`config.mk`:
```
export PLATFORM = sky130hd
export DESIGN_NAME = fetch_unit
export DESIGN_NICKNAME = d
export VERILOG_FILES = /design/src/rtl/fetch_unit.sv
export SDC_FILE = /design/constraint.sdc
export NUM_CORES = 1
export LEC_CHECK = 0
export ABC_AREA = 1
export CORE_MARGIN = 5
export CORE_UTILIZATION = 30
export CTS_CLUSTER_SIZE = 24
export DETAILED_ROUTE_END_ITERATION = 7
export PLACE_DENSITY = 0.49
export SLEW_MARGIN = 40
export SYNTH_ARGS = -nofsm -noshare
export SYNTH_HDL_FRONTEND = slang
export SYNTH_SLANG_ARGS = --single-unit
export TNS_END_PERCENT = 30
```
`constraint.sdc`:
```
create_clock -name clk -period 2.05 [get_ports clk]
set_input_delay 0.205 -clock clk [delete_from_list [all_inputs] [get_ports clk]]
set_output_delay 0.205 -clock clk [all_outputs]
set_load 0.05 [all_outputs]
```
`src/rtl/fetch_unit.sv`:
```
// fetch_unit: instruction fetch stage. Owns the PC, runs the multi-cycle
// imem request/done handshake, loads the fetch->decode (FD) register, keeps
// one returned instruction while decode stalls, and discards in-flight data
// after a redirect.
module fetch_unit #(
    parameter logic [15:0] RESET_PC  = 16'h0000,
    parameter logic [15:0] NOP_INSTR = 16'h0800
) (
    input  logic        clk,
    input  logic        rst,
    input  logic        stall,
    input  logic        redirect,
    input  logic [15:0] redirect_pc,
    output logic        imem_req,
    output logic [15:0] imem_addr,
    input  logic [15:0] imem_rdata,
    input  logic        imem_done,
    output logic [15:0] instr,
    output logic [15:0] pc_plus2,
    output logic        valid,
    output logic        align_err_o,
    output logic        fetch_busy
);

    typedef enum logic [1:0] {
        FETCH  = 2'd0,
        HOLD   = 2'd1,
        DROP   = 2'd2,
        HALTED = 2'd3
    } state_t;

    state_t      state;
    state_t      state_next;
    logic [15:0] pc;
    logic [15:0] pc_next;
    logic [15:0] pc_inc;
    logic [15:0] hold_instr;
    logic [15:0] hold_instr_next;
    logic [15:0] hold_pc2;
    logic [15:0] hold_pc2_next;
    logic        rdata_halt;
    logic        hold_halt;

    logic        fd_load;
    logic [15:0] fd_instr_next;
    logic [15:0] fd_pc2_next;
    logic        fd_valid_next;
    logic        fd_align_next;

    assign pc_inc     = pc + 16'd2;
    assign imem_addr  = pc;
    assign rdata_halt = (imem_rdata[15:11] == 5'b00000);
    assign hold_halt  = (hold_instr[15:11] == 5'b00000);

    // Next-state, PC, hold buffer, FD load values and handshake outputs.
    always_comb begin
        state_next      = state;
        pc_next         = pc;
        hold_instr_next = hold_instr;
        hold_pc2_next   = hold_pc2;
        fd_load         = 1'b0;
        fd_instr_next   = NOP_INSTR;
        fd_pc2_next     = 16'h0000;
        fd_valid_next   = 1'b0;
        fd_align_next   = 1'b0;
        imem_req        = 1'b0;
        fetch_busy      = 1'b0;

        case (state)
            FETCH: begin
                if (pc[0]) begin
                    // Misaligned PC: never issue the request, hand decode an
                    // error marker and stop.
                    if (!stall) begin
                        fd_load       = 1'b1;
                        fd_pc2_next   = pc_inc;
                        fd_valid_next = 1'b1;
                        fd_align_next = 1'b1;
                        state_next    = HALTED;
                    end
                end else begin
                    imem_req   = 1'b1;
                    fetch_busy = ~imem_done;
                    if (imem_done) begin
                        if (!rdata_halt) begin
                            pc_next = pc_inc;
                        end
                        if (!stall) begin
                            fd_load       = 1'b1;
                            fd_instr_next = imem_rdata;
                            fd_pc2_next   = pc_inc;
                            fd_valid_next = 1'b1;
                            if (rdata_halt) begin
                                state_next = HALTED;
                            end
                        end else begin
                            hold_instr_next = imem_rdata;
                            hold_pc2_next   = pc_inc;
                            state_next      = HOLD;
                        end
                    end else if (!stall) begin
                        fd_load = 1'b1;
                    end
                end
            end
            HOLD: begin
                if (!stall) begin
                    fd_load         = 1'b1;
                    fd_instr_next   = hold_instr;
                    fd_pc2_next     = hold_pc2;
                    fd_valid_next   = 1'b1;
                    hold_instr_next = NOP_INSTR;
                    hold_pc2_next   = 16'h0000;
                    state_next      = hold_halt ? HALTED : FETCH;
                end
            end
            DROP: begin
                fetch_busy = ~imem_done;
                if (imem_done) begin
                    state_next = FETCH;
                end
                if (!stall) begin
                    fd_load = 1'b1;
                end
            end
            HALTED: begin
                if (!stall) begin
                    fd_load = 1'b1;
                end
            end
            default: begin
                state_next = FETCH;
            end
        endcase

        // A redirect beats stall and everything decided above; an unfinished
        // request must still be drained, so that case parks in DROP.
        if (redirect) begin
            pc_next         = redirect_pc;
            hold_instr_next = NOP_INSTR;
            hold_pc2_next   = 16'h0000;
            fd_load         = 1'b1;
            fd_instr_next   = NOP_INSTR;
            fd_pc2_next     = 16'h0000;
            fd_valid_next   = 1'b0;
            fd_align_next   = 1'b0;
            if ((imem_req || (state == DROP)) && !imem_done) begin
                state_next = DROP;
            end else begin
                state_next = FETCH;
            end
        end

        if (!rst) begin
            imem_req   = 1'b0;
            fetch_busy = 1'b0;
        end
    end

    // State, PC, hold buffer and FD pipeline register with synchronous reset.
    always_ff @(posedge clk) begin
        if (!rst) begin
            state       <= FETCH;
            pc          <= RESET_PC;
            hold_instr  <= NOP_INSTR;
            hold_pc2    <= 16'h0000;
            instr       <= NOP_INSTR;
            pc_plus2    <= 16'h0000;
            valid       <= 1'b0;
            align_err_o <= 1'b0;
        end else begin
            state      <= state_next;
            pc         <= pc_next;
            hold_instr <= hold_instr_next;
            hold_pc2   <= hold_pc2_next;
            if (fd_load) begin
                instr       <= fd_instr_next;
                pc_plus2    <= fd_pc2_next;
                valid       <= fd_valid_next;
                align_err_o <= fd_align_next;
            end
        end
    end

endmodule

```
### Yosys cells after proc, flatten, opt, wreduce, memory -nomap -nowiden

Index checks and enable logic that the tools add are counted.

| operators by class | value |
|---|---|
| reduce and logical (&&, ||, !) cells | 15 |
| equal/unequal tests | 14 |
| bitwise operators | 2 |
| add/subtract/negate cells | 1 |
| mux-type cells | 54 |

Operator list:

| cell | count |
|---|---|
| 2-to-1 mux 16 bit | 23 |
| case mux 16 bit (2 select lines) | 4 |
| 2-to-1 mux 2 bit | 10 |
| adder 16 x 2 -> 16 bit, second input constant | 1 |
| 2-to-1 mux 1 bit | 14 |
| != test 2 bit, second input constant | 6 |
| logical NOT 5 bit | 2 |
| != test 4 bit, second input constant | 2 |
| != test 3 bit, second input constant | 2 |
| case mux 2 bit (3 select lines) | 1 |
| AND reduction 6 bit | 1 |
| nonzero test 2 bit | 3 |
| != test 5 bit, second input constant | 1 |
| AND reduction 5 bit | 1 |
| == test 2 bit, second input constant | 2 |
| case mux 1 bit (2 select lines) | 2 |
| AND reduction 4 bit | 1 |
| nonzero test 4 bit | 1 |
| OR reduction 4 bit | 1 |
| == test 2 x 1 -> 1 bit, second input constant | 1 |
| logical NOT 2 bit | 1 |
| inverter 1 bit | 2 |
| OR reduction 2 bit | 1 |
| logical AND 1 bit | 1 |
| 2 further kinds | 2 |

| word-level totals | value |
|---|---|
| register bits after elaboration | 84 |
| logic and storage cells | 95 |
| output and inout bits | 52 |
| bits of input ports | 37 |

### Logic depth before layout (Yosys ltp)

| logic depth | value |
|---|---|
| depth in word-level cells | 7 |
| depth in mapped cells | 12 |
| gate-level depth less buffers | 12 |

### Worst setup path before layout

OpenSTA, ideal clock, no wires.

| timing | value |
|---|---|
| path type | register -> register |
| start point | register pc[1], in the netlist imem_addr[1] |
| end point | register pc[15], in the netlist imem_addr[15] |
| arrival | 1.746 ns |
| stages on the path, launching flop included | 8 |
| path slack | 0.176 ns |
| clock period less this slack | 1.874 ns |
| setup time | 0.128 ns |
| required time | 1.922 ns |
| path buffers | 0 |
| cell sequence | dfxtp_1 -> ha_1 -> nand3_1 -> nor2_1 -> nand4_1 -> and2_1 -> a21oi_1 -> nor2_1 |

| on the way | value |
|---|---|
| longest elaborated chain between the ends | 6 |

RTL lines:

| element | line | RTL |
|---|---|---|
| start, declared | 34 | `logic [15:0] pc;` |
| start signal, assigned | 173 | `pc <= pc_next;` |
| adder 16 x 2 -> 16 bit | 50 | `assign pc_inc = pc + 16'd2;` |
| 2-to-1 mux 16 bit | 85 | `if (!rdata_halt) begin` |
| 2-to-1 mux 16 bit | 84 | `if (imem_done) begin` |
| 2-to-1 mux 16 bit | 71 | `if (pc[0]) begin` |
| 2-to-1 mux 16 bit | 69 | `case (state)` |
| 2-to-1 mux 16 bit | 138 | `if (redirect) begin` |

Every way passes these cells. The select of a mux whose other input is x is not followed.
A chain may end at the register's enable or synchronous reset.

### Worst setup path after layout

| timing | value |
|---|---|
| start point | register pc[10], in the netlist imem_addr[10] |
| end point | output port imem_addr[10] |

RTL lines:

| element | line | RTL |
|---|---|---|
| end, declared | 15 | `output logic [15:0] imem_addr,` |

No word-level cell between the ends.

==> impl_metrics.toml <==
[yosys]
synth_sequential_area_ratio_pct = 41.3
synth_warnings = 0
netlist_area_um2 = 4070
ys_seq_elements = 84
synth.avg_cell_area_um2 = 6.62
syn-instance-count = 615
synth_cell_types = 32
syn-num-nets = 656

[worst_setup_path]
worstPathArrival_ns = 1.68
reg2reg_from = "state[1]"
r2r_cells = 9
worstSetupPathDepth = 1
worst_ep_required_time_ns = 1.85
cp-startpoint = "imem_addr[10]"
critPathMaxStageDelay_ns = 0.86
timing.rr.end = "instr[15]"
critPathSlowestCell = "clkdlybuf4s50_1"
setup.worst_path.end_class = "output pin"
critical_path_buf_inv_count = 1
worstPathCellList = "clkdlybuf4s50_1"
crit_family = "buffers and inverters"
crit_type = "register to output pin"
ff2ff_setup_slack_ns = 0.20
endpoint = "imem_addr[10]"
worstPathMaxFanout = 7
worstSetupStartpointType = "register"

[power]
p_int_uw = 3510
p_seq_share_pct = 34.0
p_sw_uw = 1850
combPwrFrac_pct = 30.3
clkPwrFrac_pct = 35.7
ir_worst_vdd_uv = 556
p_sw_share_pct = 34.5
power_uw = 5360
leakagePower_uw = 0.00213
p_per_area_nw_per_um2 = 961

[final_layout]
diodes = 0
syn2layout_area_growth_pct = 37.0
final_cell_mix = "242 x nand2_1, 86 x clkdlybuf4s50_1, 84 x dfxtp_1, 68 x a21oi_1, 48 x inv_1"
fin_nets = 746
fin_cells = 886
fillers = 1409
drive_above_1_share_pct = 7.46
mostFrequentLayoutCell = "nand2_1"

[timing]
worst_pin_slew_ns = 0.524
max_freq_ghz = 0.529
fin_crit_ns = 1.89
fin_hold_ws_ns = 0.441
skew_ns = 0.00974
maxSlewViolCount = 0
timing.final.hold_violations = 0
rsz0062_at_grt = "false"
slew_headroom_pct = 65.0
post-route-period-util_pct = 92.2
setup_viol = 0

[route]
drtAntennaViolNets = 0
drc = 0
first_pass_iters = 4
routed-wl-met3_um = 486
top_layer_used = "met4"
vias = 4173
wl_per_cell_um = 14.0
routed_wl_mm = 12.4
drtIter0Drc = 280
wl_met1_mm = 5.83
route.met2.wl_mm = 6.01
avgViaCountPerCell = 4.71

[min_path]
holdPathStages = 3
hold_path.class = "input port to register"
min-delay-start = "redirect_pc[8]"

[floorplan]
start_util_pct = 30.6
die_w_um = 126
io_pins = 89
placement_rows = 42
die-area_um2 = 16000
fp.coreArea_um2 = 13300
die_h_um = 126

[grt]
grt_pass1_vias = 4007
antenna_found_initial = 0
groute.usage.overall_pct = 15.7
grt_max_degree = 36
grt-ovfl-total = 0
grt_first_pass_wirelength_mm = 20.4

[placed_design]
placedCellCount = 867
io_buffers = 88
place.gp.congestion = 0.837
hpwl_mm = 8.79

[clocking]
clk_pin_slew_ns = 0.07
h-tree-depth = 3
cts_tree = "built"
clkLatencyLatePin_ns = 0.34
numCtsBuffers = 9
cts_hold_buf = 0
cts_buffer_depth = 2
clkSinkCount = 84
clock-root-buffer = "clkbuf_16"

[status]
status = "finished clean"

[flow_run]
drv_cap = 0
## power groups by stage
stage               registers (uW)  clock network [uW]  logic (uW)
floorplan                     2010                   0         884
global placement              1850                   0        1480
detailed placement            1860                   0        1490
CTS                           1820                1970        1540
global route                  1830                2030        1800
finish                        1820                1910        1630
## flip-flops by register name (all words and copies together) (netlist names), named ones only
register,count
state,2
instr,16
hold_instr,16
valid,1
align_err_o,1
hold_pc2,16
pc_plus2,16
imem_addr,15
## how the worst min path moves through the flow
stage / to
2_1_floorplan: instr[11]
3_3_place_gp: hold_pc2[7]
3_5_place_dp: hold_instr[7]
4_1_cts: imem_addr[8]
5_1_grt: imem_addr[11]
6_report: imem_addr[8]
## area by class of cell
class	count	area [um^2]	share of cell area [%]
Sequential cell	84	1680	30.1
Timing Repair Buffer	110	1070	19.2
Inverter	52	198	3.54
Tap cell	176	220	3.95
Clock inverter	6	111	2.00
Clock buffer	10	239	4.28
Multi-Input combinational cell	448	2060	36.9
## per-stage QoR
| step | setup WS (ns) | setup TNS [ns] | utilization, % | cell area, um^2 |
|---|---|---|---|---|
| finish | 0.160 | 0 | 42.0 | 5580 |
| global route | 0.0429 | 0 | 42.0 | 5580 |
| CTS | 0.0885 | 0 | 41.6 | 5530 |
| detailed placement | -0.0266 | -0.0266 | 38.9 | 5170 |
| global placement | 0.0576 | 0 | 38.9 | 5170 |
| floorplan | 0.176 | 0 | - | 4070 |
## repair_timing
action                                  in CTS  in global routing
buffers inserted                             0                  2
endpoints found under the hold margin        0                  0
gates cloned                                 1                  0
resized for setup                            0                  5
endpoints found under the setup margin       2                 35
## per-layer routing
metal / vias up / global-route usage [%]
met3: 8 / 3.95
li1: 2151 / -
met2: 89 / 26.3
met4: 0 / 3.60
met1: 1925 / 20.4
met5: - / 0
## cells in the mapped netlist (all sizes together)
| master | count | area, um^2 |
|---|---|---|
| clkbuf | 9 | 35.0 |
| nand3 | 35 | 180 |
| a31oi | 9 | 56.3 |
| nor3 | 2 | 10.0 |
| ha | 4 | 50.1 |
| a21boi | 1 | 7.51 |
| xnor2 | 2 | 17.5 |
| buf | 23 | 124 |
| a21oi | 69 | 357 |
| nand2 | 242 | 908 |
| nand4 | 9 | 56.3 |
| o31ai | 1 | 7.51 |
| a22o | 1 | 8.76 |
| xor2 | 5 | 43.8 |
| o22ai | 2 | 12.5 |
| nor2 | 34 | 153 |
| o211ai | 1 | 7.51 |
| and3 | 1 | 6.26 |
| o21ai | 26 | 134 |
| and2 | 3 | 18.8 |
| inv | 52 | 195 |
| dfxtp | 84 | 1680 |
## cells by family (layout without fill, tap and decap cells)
logic type                 Yosys count  count (layout)  share of synthesized area, %
xor gates and xnor gates             7               7                          1.51
DFF                                 84              84                          41.3
buffers and inverters               84             178                          8.70
adders and majority gates            4               4                          1.23
and+or+nand+nor                    326             326                          32.7
AOI/OAI and AO/OA                  110             111                          14.5
No activity file was read; power rests on OpenSTA's default activity.
